**config.mk**
```make
export PLATFORM = sky130hd
export DESIGN_NAME = pipeline_ctrl
export DESIGN_NICKNAME = d
export VERILOG_FILES = /design/src/rtl/pipeline_ctrl.sv
export SDC_FILE = /design/constraint.sdc
export NUM_CORES = 1
export LEC_CHECK = 0
export CORE_MARGIN = 2
export CORE_UTILIZATION = 48
export DETAILED_ROUTE_END_ITERATION = 8
export PLACE_DENSITY = 0.87
export SYNTH_ARGS = -nofsm -noshare
export SYNTH_HDL_FRONTEND = slang
export SYNTH_SLANG_ARGS = --single-unit
```
**constraint.sdc**
```tcl
create_clock -name clk -period 2.92 [get_ports clk]
set_input_delay 0.584 -clock clk [delete_from_list [all_inputs] [get_ports clk]]
set_output_delay 0.584 -clock clk [all_outputs]
set_load 0.02 [all_outputs]
```
**src/rtl/pipeline_ctrl.sv**
```systemverilog
// Pipeline sequencing controller for nand_cpu: stage enables, flushes and bubbles,
// hazard stalls, memory freezes, and the HLT / INT drain-and-enter flows.
module pipeline_ctrl #(
  parameter int ADDR_W      = 4,
  parameter int DRAIN_DEPTH = 2,
  parameter int CNT_W       = 16
) (
  input  logic              clk,
  input  logic              n_rst,
  input  logic              id_valid,
  input  logic              id_use_ra,
  input  logic              id_use_rt,
  input  logic              id_read_ps,
  input  logic              id_halt,
  input  logic              id_interrupt,
  input  logic [ADDR_W-1:0] id_rt_addr,
  input  logic [3:0]        id_immdt,
  input  logic              ex_valid,
  input  logic              ex_use_rw,
  input  logic              ex_write_ps,
  input  logic              ex_is_load,
  input  logic [ADDR_W-1:0] ex_rw_addr,
  input  logic              ex_redirect,
  input  logic              mem_req,
  input  logic              mem_ready,
  input  logic              resume,
  output logic              pc_en,
  output logic              if_id_en,
  output logic              id_ex_en,
  output logic              ex_mem_en,
  output logic              if_id_flush,
  output logic              id_ex_bubble,
  output logic              int_take,
  output logic [3:0]        int_code,
  output logic              halted,
  output logic [CNT_W-1:0]  stall_cnt
);

  localparam int DW = (DRAIN_DEPTH < 2) ? 1 : $clog2(DRAIN_DEPTH + 1);

  typedef enum logic [1:0] {
    S_RUN,
    S_DRAIN,
    S_HALTED,
    S_INT
  } state_t;

  state_t        state_q, state_d;
  logic [DW-1:0] drain_q, drain_d;
  logic          tgt_int_q, tgt_int_d;
  logic [3:0]    code_d;

  logic freeze;
  logic reads_rw;
  logic load_use;
  logic ps_hazard;
  logic drain_req;

  assign freeze    = mem_req && !mem_ready;
  // ra is architectural register 0, so a ra read collides with a write to address 0.
  assign reads_rw  = (id_use_ra && (ex_rw_addr == '0)) ||
                     (id_use_rt && (ex_rw_addr == id_rt_addr));
  assign load_use  = id_valid && ex_valid && ex_is_load && ex_use_rw && reads_rw;
  assign ps_hazard = id_valid && id_read_ps && ex_valid && ex_write_ps;
  assign drain_req = id_valid && (id_halt || id_interrupt);

  always_comb begin
    // NOTE: every output and next-state term gets a default here so that no path
    // through the case below leaves a variable unassigned and infers a latch.
    pc_en        = 1'b0;
    if_id_en     = 1'b0;
    id_ex_en     = 1'b0;
    ex_mem_en    = 1'b0;
    if_id_flush  = 1'b0;
    id_ex_bubble = 1'b0;
    int_take     = 1'b0;
    halted       = 1'b0;
    state_d      = state_q;
    drain_d      = drain_q;
    tgt_int_d    = tgt_int_q;
    code_d       = int_code;

    unique case (state_q)
      S_RUN: begin
        if (freeze) begin
          // whole pipe holds; nothing to do
        end else if (ex_redirect) begin
          {pc_en, if_id_en, id_ex_en, ex_mem_en} = 4'b1111;
          if_id_flush  = 1'b1;
          id_ex_bubble = 1'b1;
        end else if (load_use || ps_hazard) begin
          id_ex_en     = 1'b1;
          ex_mem_en    = 1'b1;
          id_ex_bubble = 1'b1;
        end else if (drain_req) begin
          id_ex_en     = 1'b1;
          ex_mem_en    = 1'b1;
          id_ex_bubble = 1'b1;
          state_d      = S_DRAIN;
          drain_d      = DW'(DRAIN_DEPTH);
          tgt_int_d    = id_interrupt && !id_halt;
          if (id_interrupt && !id_halt) code_d = id_immdt;
        end else begin
          {pc_en, if_id_en, id_ex_en, ex_mem_en} = 4'b1111;
        end
      end

      S_DRAIN: begin
        // EX and MEM only hold bubbles now, so a stale redirect is meaningless.
        if (!freeze) begin
          id_ex_en     = 1'b1;
          ex_mem_en    = 1'b1;
          id_ex_bubble = 1'b1;
          drain_d      = drain_q - DW'(1);
          if (drain_d == '0) state_d = tgt_int_q ? S_INT : S_HALTED;
        end
      end

      S_HALTED: begin
        halted = 1'b1;
        if (resume) begin
          pc_en       = 1'b1;
          if_id_flush = 1'b1;
          state_d     = S_RUN;
        end
      end

      S_INT: begin
        int_take     = 1'b1;
        pc_en        = 1'b1;
        id_ex_en     = 1'b1;
        ex_mem_en    = 1'b1;
        if_id_flush  = 1'b1;
        id_ex_bubble = 1'b1;
        state_d      = S_RUN;
      end

      default: state_d = S_RUN;
    endcase

    if (!n_rst) begin
      {pc_en, if_id_en, id_ex_en, ex_mem_en} = 4'b0000;
      if_id_flush  = 1'b1;
      id_ex_bubble = 1'b1;
      int_take     = 1'b0;
      halted       = 1'b0;
    end
  end

  always_ff @(posedge clk) begin
    // NOTE: state registers use non-blocking assignments so every flop samples
    // values from before this edge, regardless of statement order.
    if (!n_rst) begin
      state_q   <= S_RUN;
      drain_q   <= '0;
      tgt_int_q <= 1'b0;
      int_code  <= '0;
      stall_cnt <= '0;
    end else begin
      state_q   <= state_d;
      drain_q   <= drain_d;
      tgt_int_q <= tgt_int_d;
      int_code  <= code_d;
      if ((state_q != S_HALTED) && !pc_en && (stall_cnt != '1))
        stall_cnt <= stall_cnt + CNT_W'(1);
    end
  end

endmodule

```
==> key figures <==
Clock tree
  • H-tree depth: 1
  • Root cell of the clock tree: clkbuf_4
  • Worst-Skew Late Latency: approximately 320 ps
  • Clk slew on worst S/H paths: 140 ps
  • Num Clock Sinks: 25
  • TritonCTS clock tree: done
  • Max Root-Sink Buffers: 2
  • Number of buffers created by CTS: 3
  • Setup Fix Bufs, Post-CTS: 0

Timing
  • Actual slew at the worst max-slew pin: between 600 and 700 ps
  • Clock period minus worst slack: 2780 ps
  • Max Slew Vio Count: 0
  • FMAX: 360 MHz
  • Clk_skew: between 3 and 4 ps
  • Slew headroom: 0.543
  • Aggregate negative setup slack: 0 ps
  • Final period utilization: 0.952
  • Worst hold slack: 462 ps
  • Final setup viols: 0
  • Fin. Hold Viols: 0
  • Unrepaired setup endpoints after global routing: no

GRT
  • Met2 usage: 0.363
  • Vias in the first global route: 1461
  • GR Util met3: 0.0563
  • Global routing usage on met1: 0.311
  • GR peak layer: met2
  • Total congestion overflow: 0
  • First-pass GRT wire length: 6.44 mm
  • Initial antenna violation count: 0
  • GRT Total Usage: 0.231
  • Largest net degree at the start of global routing: 20

Floorplanning
  • Die footprint: 3620 um^2
  • Die Y: 60.2 um
  • Core area: 3030 um^2
  • Die width: between 60 and 70 um
  • I/O Pins: 56
  • Row count: 20
  • Initial Util: 0.501

Critical path
  • Critical path fanouts, max: 4
  • Startpoint types: primary input
  • Cells along the critical path: clkdlybuf4s50_1 > and3_1 > o31a_1 > a211o_1 > a21oi_1 > dlygate4sd2_1
  • Slowest cell on the critical path: clkdlybuf4s50_1
  • CP Buf/Inv Count: 2
  • WS Path Type: in -> out
  • Worst setup EP type: output port
  • Required time of the critical path: around 2300 ps
  • Slowest cell delay on critical path: 390 ps
  • Top delay family on crit path: buffers and inverters
  • Arrival time worst endpoint: 2200 ps

Drt
  • Post-route ant nets: 0
  • Post-Route WL: 3.76 mm
  • Via count: roughly 1600
  • WL/cell: 12.8 um
  • Remaining DRCs: 0
  • Drt pass-1 iters: 4
  • Detailed-route vias per instance: 5.42
  • Iteration-0 DRC Markers: between 100 and 150

Power and ir drop
  • Leakage: 0.781 nW
  • PwrDens: 320 nW/um^2
  • Peak VDD IR: around 0.31 mV

Synthesis
  • Synthesized Nets: 217
  • Ys async rst share: 0
  • Post-synth EDFFs: 0
  • Area contributors post-synth: dfxtp_1 (33%), nand2_1 (5.7%), o21ai_0 (5.0%)
  • Number of synthesized register bits: 25
  • Synth Warn #: 0
  • Commonest cells in the netlist: dfxtp_1 (25), nand2_1 (23), o21ai_0 (15)
  • Primary FF master, synth: dfxtp_1
  • Yosys top cell area share: 0.330
  • Top-count cell post-synth: dfxtp_1
  • Post-Synthesis Cells: 187
  • Post-synth top area cell: dfxtp_1
  • Area of the mapped netlist: 1520 um^2
  • Sequential area share after synthesis: 0.330
  • Distinct cell type count after synthesis: between 40 and 50
  • Syn_area_per_cell: a little over 8 um^2

Cells and area
  • Fin util: 0.714
  • Fin area: 2160 um^2
  • # diodes: 0
  • Finished Layout Cells: ~290
  • Nets@finish: 280
  • Area Growth Syn to Fin: 42.7%
  • Layout cells sized above 1: 0.108
  • Filler Cell Count: ~250

Placed design
  • GPL Wtd Cong: 0.780
  • Port Buffers: 55
  • Placed Area: around 2100 um^2
  • Placed Cells: 289
  • Hpwl dp: 2.83 mm

Run status
  • Outcome: finished, final reports clean

Flow run
  • Max-cap violations: 0

Worst hold path
  • Worst min-delay path class: reg -> reg
-- logic make-up after synthesis --
logic type      Yosys count  share of synthesized area
flops                    25                      0.330
mux                       4                     0.0264
compound gates           44                      0.202
fa+ha+maj                 2                     0.0165
xor+xnor                  8                     0.0462
simple gates             89                      0.319
buf+inv                  15                     0.0594
-- layout by cell type, fill, tap and decap left out, types with 3 or more instances in the layout --
cell type        synthesis  routed
clkdlybuf4s50_1          0      52
xnor2_1                  3       3
and3_1                   5       5
mux2i_1                  4       4
nand2b_1                 4       4
nand3_1                 13      13
nand2_1                 23      23
nor3b_1                  3       3
o21ai_0                 15      15
dfxtp_1                 25      25
buf_4                    2      12
clkbuf_4                 1       3
nor2_1                   8       8
or3_1                    5       5
xor2_1                   5       5
inv_1                    6       6
nor4_1                   3       3
nand4_1                  4       4
a21oi_1                 11      11
and2_1                   6       6
nor3_1                   4       4
-- worst paths after layout --
path	from	endpoint	slack, ps	depth (start not counted)
max	ex_write_ps	if_id_en	140	6
min	tgt_int_q$_SDFFE_PN0P_	tgt_int_q$_SDFFE_PN0P_	460	2
max reg2reg	state_q[0]$_SDFFE_PN0P_	stall_cnt[3]$_SDFFE_PN0P_	830	5
min reg2reg	tgt_int_q$_SDFFE_PN0P_	tgt_int_q$_SDFFE_PN0P_	460	2
-- report_power, final --
part / total, mW / switching, mW / internal, mW
Sequential: 0.363 / 0.0124 / 0.351
Combinational: 0.169 / 0.0803 / 0.0887
Clock: 0.161 / 0.109 / 0.0524
Total: 0.693 / 0.201 / 0.492
-- routing by layer --
metal / vias up / part of all wire
li1: 802 / -
met1: 722 / 0.46
met2: 56 / 0.46
met3: 8 / 0.064
met4: 0 / 0.017
met5: - / 0
-- registers in the layout (all words and copies together), names as in the netlist --
| register | flops |
|---|---|
| tgt_int_q | 1 |
| state_q | 2 |
| int_code | 4 |
| drain_q | 2 |
| stall_cnt | 16 |
-- area by class of cell --
class / count / area, um^2 / area share
clock buffers: 3 / 22.5 / 0.0104
clock inverters: 1 / 7.51 / 0.00347
inverters: 6 / 22.5 / 0.0104
multi-input cells: 147 / 926 / 0.428
flip-flops and latches: 25 / 500 / 0.231
well taps: 44 / 55.1 / 0.0254
repair buffers: 67 / 629 / 0.291
-- worst reg2reg max path: cells and delay by family, from the launching register on --
family	cells	cell delay [ps]
and+or+nand+nor	2	710
AOI/OAI and AO/OA	3	720
DFF	1	600
-- timing repair --
item,4_1_cts,5_1_grt
hold buffers,0,0
endpoints found under the setup margin,3,2
resized for setup,3,5
endpoints found under the hold margin,0,0
-- through the flow --
step	power [mW]	setup WS [ps]
6_report	0.693	139
5_1_grt	0.733	13.7
4_1_cts	0.695	38.7
3_5_place_dp	0.542	-223
3_3_place_gp	0.537	-241
2_1_floorplan	0.458	524
Note: power is estimated with default switching activity, not from simulation.
